`src/rtl/uart_tx_ctrl.sv`:
```
// UART transmit controller: frames one byte (start, 5-8 data bits, optional parity, 1-2 stops)
// onto txd, paced by an oversampled baud tick, with a valid/ready handshake to the host.

module parity_gen (
    input  logic [7:0] data,
    input  logic [1:0] wls,
    input  logic       eps,
    output logic       parity
);
    logic [7:0] mask;

    // Only the 5+wls low bits take part; eps=1 makes data+parity even, eps=0 makes it odd.
    always_comb begin
        mask   = 8'hFF >> (2'd3 - wls);
        parity = (^(data & mask)) ^ ~eps;
    end
endmodule

module uart_tx_ctrl #(
    parameter int OVERSAMPLE = 16
) (
    input  logic       clk,
    input  logic       rst_n,
    input  logic       baud_tick,
    input  logic [7:0] tx_data,
    input  logic       tx_valid,
    output logic       tx_ready,
    input  logic [1:0] WLS,
    input  logic       PEN,
    input  logic       EPS,
    input  logic       STB,
    input  logic       BC,
    output logic       txd,
    output logic       tx_busy,
    output logic       tx_done
);
    typedef enum logic [2:0] {
        IDLE,
        START,
        DATA,
        PARITY,
        STOP
    } state_t;

    state_t     state;
    state_t     next_state;
    logic [3:0] tick_cnt;
    logic [2:0] bit_cnt;
    logic [7:0] sh_data;
    logic [1:0] sh_wls;
    logic       sh_pen;
    logic       sh_eps;
    logic       sh_stb;
    logic       done_reg;
    logic       line;
    logic       parity;
    logic       transfer;
    logic       bit_end;
    logic       last_data;
    logic       last_stop;

    assign transfer  = tx_valid && tx_ready;
    assign bit_end   = baud_tick && (tick_cnt == 4'(OVERSAMPLE - 1));
    assign last_data = (bit_cnt == ({1'b0, sh_wls} + 3'd4));
    assign last_stop = (bit_cnt == {2'b00, sh_stb});

    parity_gen u_parity (
        .data   (sh_data),
        .wls    (sh_wls),
        .eps    (sh_eps),
        .parity (parity)
    );

    always_ff @(posedge clk or negedge rst_n) begin
        if (!rst_n) begin
            state <= IDLE;
        end else begin
            state <= next_state;
        end
    end

    always_comb begin
        next_state = state;
        case (state)
            IDLE:    if (transfer) next_state = START;
            START:   if (bit_end) next_state = DATA;
            DATA:    if (bit_end && last_data) next_state = sh_pen ? PARITY : STOP;
            PARITY:  if (bit_end) next_state = STOP;
            STOP:    if (bit_end && last_stop) next_state = IDLE;
            default: next_state = IDLE;
        endcase
    end

    always_comb begin
        tx_ready = 1'b0;
        tx_busy  = 1'b1;
        line     = 1'b1;
        case (state)
            IDLE: begin
                tx_ready = 1'b1;
                tx_busy  = 1'b0;
            end
            START:   line = 1'b0;
            DATA:    line = sh_data[bit_cnt];
            PARITY:  line = parity;
            STOP:    line = 1'b1;
            default: line = 1'b1;
        endcase
    end

    // Counters sit at zero in IDLE, so the tick on the accepting edge never counts.
    // bit_cnt restarts whenever the state changes and advances while a state repeats bits.
    always_ff @(posedge clk or negedge rst_n) begin
        if (!rst_n) begin
            tick_cnt <= 4'd0;
            bit_cnt  <= 3'd0;
        end else if (state == IDLE) begin
            tick_cnt <= 4'd0;
            bit_cnt  <= 3'd0;
        end else if (baud_tick) begin
            tick_cnt <= bit_end ? 4'd0 : tick_cnt + 4'd1;
            if (bit_end) begin
                bit_cnt <= (next_state == state) ? bit_cnt + 3'd1 : 3'd0;
            end
        end
    end

    always_ff @(posedge clk or negedge rst_n) begin
        if (!rst_n) begin
            sh_data <= 8'd0;
            sh_wls  <= 2'd0;
            sh_pen  <= 1'b0;
            sh_eps  <= 1'b0;
            sh_stb  <= 1'b0;
        end else if (transfer) begin
            sh_data <= tx_data;
            sh_wls  <= WLS;
            sh_pen  <= PEN;
            sh_eps  <= EPS;
            sh_stb  <= STB;
        end
    end

    always_ff @(posedge clk or negedge rst_n) begin
        if (!rst_n) begin
            done_reg <= 1'b0;
        end else begin
            done_reg <= (state == STOP) && (next_state == IDLE);
        end
    end

    assign tx_done = done_reg;
    assign txd     = line & ~BC;
endmodule
```
`config.mk`:
```
export PLATFORM = sky130hd
export DESIGN_NAME = uart_tx_ctrl
export DESIGN_NICKNAME = d
export VERILOG_FILES = /design/src/rtl/uart_tx_ctrl.sv
export SDC_FILE = /design/constraint.sdc
export NUM_CORES = 1
export LEC_CHECK = 0
export CAP_MARGIN = 10
export CELL_PAD_IN_SITES_DETAIL_PLACEMENT = 1
export CELL_PAD_IN_SITES_GLOBAL_PLACEMENT = 2
export CORE_MARGIN = 5
export CORE_UTILIZATION = 30
export DETAILED_ROUTE_END_ITERATION = 7
export PLACE_DENSITY_LB_ADDON = 0.1
export SLEW_MARGIN = 20
export SYNTH_ARGS = -nofsm -noshare
export SYNTH_HDL_FRONTEND = slang
export SYNTH_HIERARCHICAL = 1
export SYNTH_SLANG_ARGS = --single-unit
```
`constraint.sdc`:
```
create_clock -name clk -period 1.95 [get_ports clk]
set_clock_uncertainty 0.2 [all_clocks]
set_input_delay 0.2925 -clock clk [delete_from_list [all_inputs] [get_ports clk]]
set_output_delay 0.2925 -clock clk [all_outputs]
set_load 0.02 [all_outputs]
```
==> impl_metrics.env, run 1 <==
export IMPL_outcome="finished, violations left"
export IMPL_violations="negative setup slack"
export IMPL_wire_per_inst_um=16.29
export IMPL_drtAntennaViolNets=0
export IMPL_worst_slack_ns=-0.4172
export IMPL_drive_gt1_share_pct=49.44
export IMPL_crit_path_start_kind="flip-flop"
export IMPL_grt_max_degree=25
export IMPL_core_area_um2=4354
export IMPL_path_class="reg -> out"
export IMPL_cp_common_cell="buf_4"
export IMPL_fmax_mhz=422.4
export IMPL_slowest_delay_ns=0.44
export IMPL_clk_pin_slew_ns=0.09
export IMPL_tightest_slew_ns=0.3219
export IMPL_viasPerCell=4.961
export IMPL_synth_top_area_share_pct=44.86
export IMPL_pin_count=22
export IMPL_clkSinkCount=24
export IMPL_hold_violations=0
export IMPL_synthTopCellsByCount="dfrtp_1 (24), mux2_2 (14), nor2_1 (11)"
export IMPL_cts_buffer_depth=2
export IMPL_die_y_um=76.80
export IMPL_postPlaceCellArea_um2=1764
export IMPL_cts_htree_levels=1
export IMPL_antenna_found_initial=0
export IMPL_die_area_um2=5898
export IMPL_initial_core_util_pct=30.75
export IMPL_netlist_top_cells_area="dfrtp_1 (45%), mux2_2 (12%), xnor2_1 (3.9%)"
export IMPL_met3_usage_pct=2.810
export IMPL_irDropWorstVdd_mv=0.5814
export IMPL_hpwl_um=2649
export IMPL_insertion_delay_ns=0.27
export IMPL_syn_num_nets=142
export IMPL_drt_iter0_markers=36
export IMPL_yosys_warnings=6
export IMPL_grt_pass1_wl_um=6120
export IMPL_crit_buf_inv=2
export IMPL_antenna_cells=0
export IMPL_port_buffers=21
export IMPL_cp_slowest_cell="mux4_2"
export IMPL_hold_class="in -> async"
export IMPL_stdcell_area_um2=2077
export IMPL_whs_ns=0.1786
export IMPL_cts_tree="built"
export IMPL_powerDensity_nw_per_um2=1357
export IMPL_worstPathCellList="buf_4 > mux4_2 > mux2i_1 > nand3_1 > a21oi_2 > nor2_1 > buf_4"
export IMPL_required_ns=1.46
export IMPL_gp_congestion=0.7898
export IMPL_path_max_fanout=2
export IMPL_cts_hold_buffers=0
export IMPL_finalWirelength_um=3747
export IMPL_post_route_util_pct=47.70
export IMPL_syn_inst=122
export IMPL_syn_area_um2=1339
export IMPL_rsz0062_at_grt="yes"
export IMPL_syn2layout_area_growth_pct=55.14
export IMPL_setup_viol=2
export IMPL_grt_overflow_total=0
export IMPL_synthFlopType="dfrtp_1"
export IMPL_nets=199
export IMPL_yosysTopAreaCell="dfrtp_1"
export IMPL_endpoint_kind="primary output"
export IMPL_slew_headroom_pct=78.54
export IMPL_p_leak_nw=0.8774
export IMPL_finalMaxSlewViolations=0
export IMPL_synth_most_common_cell="dfrtp_1"
export IMPL_grt_util_all_layers_pct=12.63
export IMPL_synth_cell_types=37
export IMPL_fin_crit_ns=2.367
export IMPL_critical_path_top_delay_family="multiplexers"
export IMPL_synth_seq_cells=24
export IMPL_top_usage_layer="met2"
export IMPL_die_width_um=76.80
export IMPL_first_pass_iters=3
export IMPL_grt_pass1_vias=1337
export IMPL_use_met2_pct=23.43
export IMPL_fin_crit_sh_pct=121.4
export IMPL_root_buffer="clkbuf_8"
export IMPL_post_route_drc_count=0
export IMPL_max_cap_violations=0
export IMPL_vias=1141
export IMPL_numCtsBuffers=3
export IMPL_cp_arrival_ns=1.87
export IMPL_synth_area_per_cell_um2=10.97
export IMPL_grt_util_met1_pct=14.50
export IMPL_synth_seq_area_share_pct=44.86
export IMPL_synth_edff_count=0
export IMPL_synthArstFlopShare_pct=100.0
export IMPL_placementRows=24
worst reg2reg max path: stages, from the launching register on:
cell and delay [ns]:
dfrtp_2 0.45, buf_6 0.12, buf_6 0.12, xnor2_2 0.13, nand4b_1 0.19, o21bai_4 0.08
or4_4 0.48, a21oi_2 0.16
state kept, by name, summed over array words and instances, names as in the netlist:
signal	cells
bit_cnt	3
sh_data	8
sh_eps	1
sh_pen	1
sh_stb	1
sh_wls	2
state	3
tick_cnt	4
tx_done	1
metrics by stage:
stage                     TNS [ns]  worst slack [ns]  std cells  power [mW]
after detailed placement    -1.080           -0.5749        213       2.153
after global placement     -0.9495           -0.5756        213       2.107
final                      -0.4717           -0.4172        230       2.818
after global routing       -0.6932           -0.5581        230       3.018
after CTS                  -0.4154           -0.4154        223       2.601
after floorplan                  0          0.007497        122       1.672
path summary, 6_finish.rpt:
| kind | from | endpoint | slack [ns] | depth (start not counted) |
|---|---|---|---|---|
| min | rst_n | tx_done | 0.18 | 2 |
| max in group asynchronous | rst_n | bit_cnt[1] | 1.11 | 2 |
| max | sh_data[0] | txd | -0.42 | 7 |
| max reg2reg | bit_cnt[1] | bit_cnt[0] | -0.05 | 7 |
| min reg2reg | sh_eps | sh_eps | 0.34 | 1 |
| min in group clk | sh_eps | sh_eps | 0.34 | 1 |
final cells by class:
type                       instances  area [um2]
multi-input combinational         90       853.3
tap                               52       65.06
clock buffer                       4       55.05
sequential                        24       605.6
fill                             473        2277
inverter                           3       11.26
timing repair buffer              57       486.7
report_power, final:
group	internal [mW]	total [mW]	switching [mW]
combinational	0.955	1.55	0.597
sequential	0.698	0.918	0.221
clock	0.180	0.347	0.167
repair_timing:
action,in CTS,in global routing
resized for setup,16,35
endpoints found under the setup margin,6,21
cloned,0,1
setup buffers,6,7
hold endpoints to repair,0,0
pin swaps,9,10
per-layer routing:
metal  wire length (um)  part of all wire (%)
met5                  0                     0
met4                 38                   1.0
met3                 70                   1.9
met2               2005                    54
met1               1633                    44
placed cells by master (no fill, tap or decap), types with 2 or more instances in the layout:
master	Yosys	routed
inv_1	3	3
nor2_1	11	11
nor3_1	2	2
buf_6	0	5
nand2_1	8	7
clkbuf_2	1	2
xor2_1	3	2
and2_4	0	2
or3_4	0	2
dfrtp_2	0	4
mux2i_1	3	3
and3b_1	2	2
clkbuf_8	0	4
mux2_2	14	14
buf_4	1	32
nand3_1	4	4
a21oi_2	0	5
mux4_2	1	2
xnor2_2	0	2
xnor2_1	6	3
o21ai_1	1	2
dfrtp_1	24	20
o21ai_0	5	3
clkdlybuf4s50_1	0	18
kinds of logic (layout without fill, tap and decap cells):
| family | count (synthesis) | count (layout) | share of synthesized area, % |
|---|---|---|---|
| muxes | 19 | 19 | 17.66 |
| adders and majority gates | 2 | 2 | 1.869 |
| buffers and inverters | 9 | 64 | 3.271 |
| AOI/OAI and AO/OA | 18 | 18 | 7.944 |
| DFF | 24 | 24 | 44.86 |
| xor gates and xnor gates | 10 | 10 | 7.570 |
| and+or+nand+nor | 40 | 41 | 16.82 |
(Power assumes the default switching activity.)
==> run 2, diff against run 1 <==
--- a/config.mk
+++ b/config.mk
@@ -6,12 +6,10 @@
 export NUM_CORES = 1
 export LEC_CHECK = 0
 export CAP_MARGIN = 10
-export CELL_PAD_IN_SITES_DETAIL_PLACEMENT = 1
-export CELL_PAD_IN_SITES_GLOBAL_PLACEMENT = 2
 export CORE_MARGIN = 5
-export CORE_UTILIZATION = 30
+export CORE_UTILIZATION = 47
 export DETAILED_ROUTE_END_ITERATION = 7
-export PLACE_DENSITY_LB_ADDON = 0.1
+export PLACE_DENSITY = 0.75
 export SLEW_MARGIN = 20
 export SYNTH_ARGS = -nofsm -noshare
 export SYNTH_HDL_FRONTEND = slang
==> impl_metrics.env, run 2 (synthesis gave the netlist of run 1 again) <==
export IMPL_largest_reg_flops=8
export IMPL_drive_gt1_share_pct=41.57
export IMPL_finalWirelength_um=3199
export IMPL_max_cap_violations=0
export IMPL_dpl_worst_slack_ns=-0.5407
export IMPL_slowest_delay_ns=0.56
export IMPL_insertion_delay_ns=0.32
export IMPL_fin_crit_sh_pct=125.7
export IMPL_cts_hold_buffers=0
export IMPL_path_class="reg -> out"
export IMPL_drt_iter0_markers=42
export IMPL_hold_class="in -> async"
export IMPL_tightest_slew_ns=0.3097
export IMPL_rsz0062_at_grt="yes"
export IMPL_port_buffers=21
export IMPL_path_max_fanout=3
export IMPL_first_pass_iters=4
export IMPL_setup_viol=1
export IMPL_hold_violations=0
export IMPL_outcome="finished, violations left"
export IMPL_crit_path_start_kind="flip-flop"
export IMPL_viasPerCell=5.741
export IMPL_nets=187
export IMPL_regMostFlops="sh_data"
export IMPL_core_area_um2=2734
export IMPL_violations="negative setup slack"
export IMPL_placementRows=19
export IMPL_instances_no_fill=197
export IMPL_grt_pass1_vias=1192
export IMPL_cts_buffer_depth=2
export IMPL_mostFrequentLayoutCells="buf_4 (25), dfrtp_1 (22), clkdlybuf4s50_1 (18)"
export IMPL_antenna_found_initial=0
export IMPL_die_width_um=63.37
export IMPL_grt_util_all_layers_pct=15.46
export IMPL_grt_pass1_wl_um=4947
export IMPL_drtAntennaViolNets=0
export IMPL_required_ns=1.46
export IMPL_irDropWorstVdd_mv=1.249
export IMPL_fin_crit_ns=2.451
export IMPL_post_route_drc_count=0
export IMPL_worstPathCellList="mux4_1 > mux2i_1 > nand3_1 > a21oi_2 > nor2_1 > buf_4"
export IMPL_top_regs="sh_data: 8 flops, tick_cnt: 4 flops"
export IMPL_die_y_um=63.37
export IMPL_finalMaxSlewViolations=0
export IMPL_endpoint_kind="primary output"
export IMPL_grt_overflow_total=0
export IMPL_cts_tree="built"
export IMPL_root_buffer="clkbuf_4"
export IMPL_cp_arrival_ns=1.96
export IMPL_finalSetupTns_ns=-0.5013
export IMPL_vias=1131
export IMPL_cts_htree_levels=1
export IMPL_numCtsBuffers=3
export IMPL_p_leak_nw=0.8079
export IMPL_antenna_cells=0
export IMPL_slew_headroom_pct=79.35
export IMPL_initial_core_util_pct=48.97
export IMPL_pin_count=22
export IMPL_clk_pin_slew_ns=0.14
export IMPL_die_area_um2=4016
export IMPL_fmax_mhz=408.0
export IMPL_gp_congestion=0.8188
export IMPL_clkSinkCount=24
export IMPL_hpwl_um=2134
export IMPL_syn2layout_area_growth_pct=41.03
export IMPL_cp_slowest_cell="mux4_1"
export IMPL_final_common_cell="buf_4"
export IMPL_grt_max_degree=25
export IMPL_placedCellCount=186
export IMPL_wire_per_inst_um=16.24
export IMPL_powerDensity_nw_per_um2=1394
export IMPL_worst_slack_ns=-0.5013
[run 2: metal layers]
| layer | share of wire, % | track usage, % | vias to the layer above |
|---|---|---|---|
| met1 | 39 | 15.29 | 560 |
| met3 | 4.3 | 4.263 | 14 |
| met2 | 54 | 28.81 | 30 |
| li1 | - | - | 527 |
| met5 | 0 | 0 | - |
| met4 | 3.1 | 7.792 | 0 |
[run 2: worst paths after layout]
check,startpoint,endpoint,slack [ns],depth (start not counted)
max in group asynchronous,rst_n,state[1],1.18,2
setup / recovery,bit_cnt[1],txd,-0.50,6
min in group clk,sh_eps,sh_eps,0.35,1
setup reg to reg,bit_cnt[0],bit_cnt[0],0.01,6
hold reg to reg,sh_eps,sh_eps,0.35,1
hold / removal,rst_n,tick_cnt[3],0.11,2
[run 2: where the power goes]
part	switching, mW	internal [mW]	leakage, nW
logic	0.540	0.838	0.486
registers	0.196	0.697	0.294
clock network	0.153	0.208	0.0279
total	0.890	1.74	0.808
[run 2: cell type report]
class | count | area, um2
inverters | 3 | 11.26
clock inverters | 1 | 30.03
flip-flops and latches | 24 | 603.1
clock buffers | 3 | 22.52
fillers | 194 | 845.8
well taps | 31 | 38.79
multi-input cells | 89 | 787.0
repair buffers | 46 | 395.4
[run 2: through the flow]
step | utilization [%] | area (um2) | hold slack (ns) | total power, mW
after global routing | 69.06 | 1888 | 0.1276 | 2.805
after CTS | 65.31 | 1785 | 0.1135 | 2.493
after detailed placement | 61.92 | 1693 | 0.3285 | 2.063
final | 69.06 | 1888 | 0.1065 | 2.633
after global placement | 61.92 | 1693 | 0.3139 | 2.008
after floorplan | - | 1348 | -0.2031 | 1.672
[run 2: timing repair]
| item | 4_1_cts | 5_1_grt |
|---|---|---|
| pin swaps | 9 | 7 |
| setup endpoints to repair | 3 | 7 |
| gates resized for setup | 12 | 22 |
| buffers inserted | 5 | 3 |
[run 2: worst max-delay path, delay by kind of cell (launching register included)]
| family | cells | cell delay, ns |
|---|---|---|
| and+or+nand+nor | 2 | 0.17 |
| AOI/OAI and AO/OA | 1 | 0.15 |
| buffers and inverters | 1 | 0.15 |
| DFF | 1 | 0.45 |
| muxes | 2 | 0.72 |
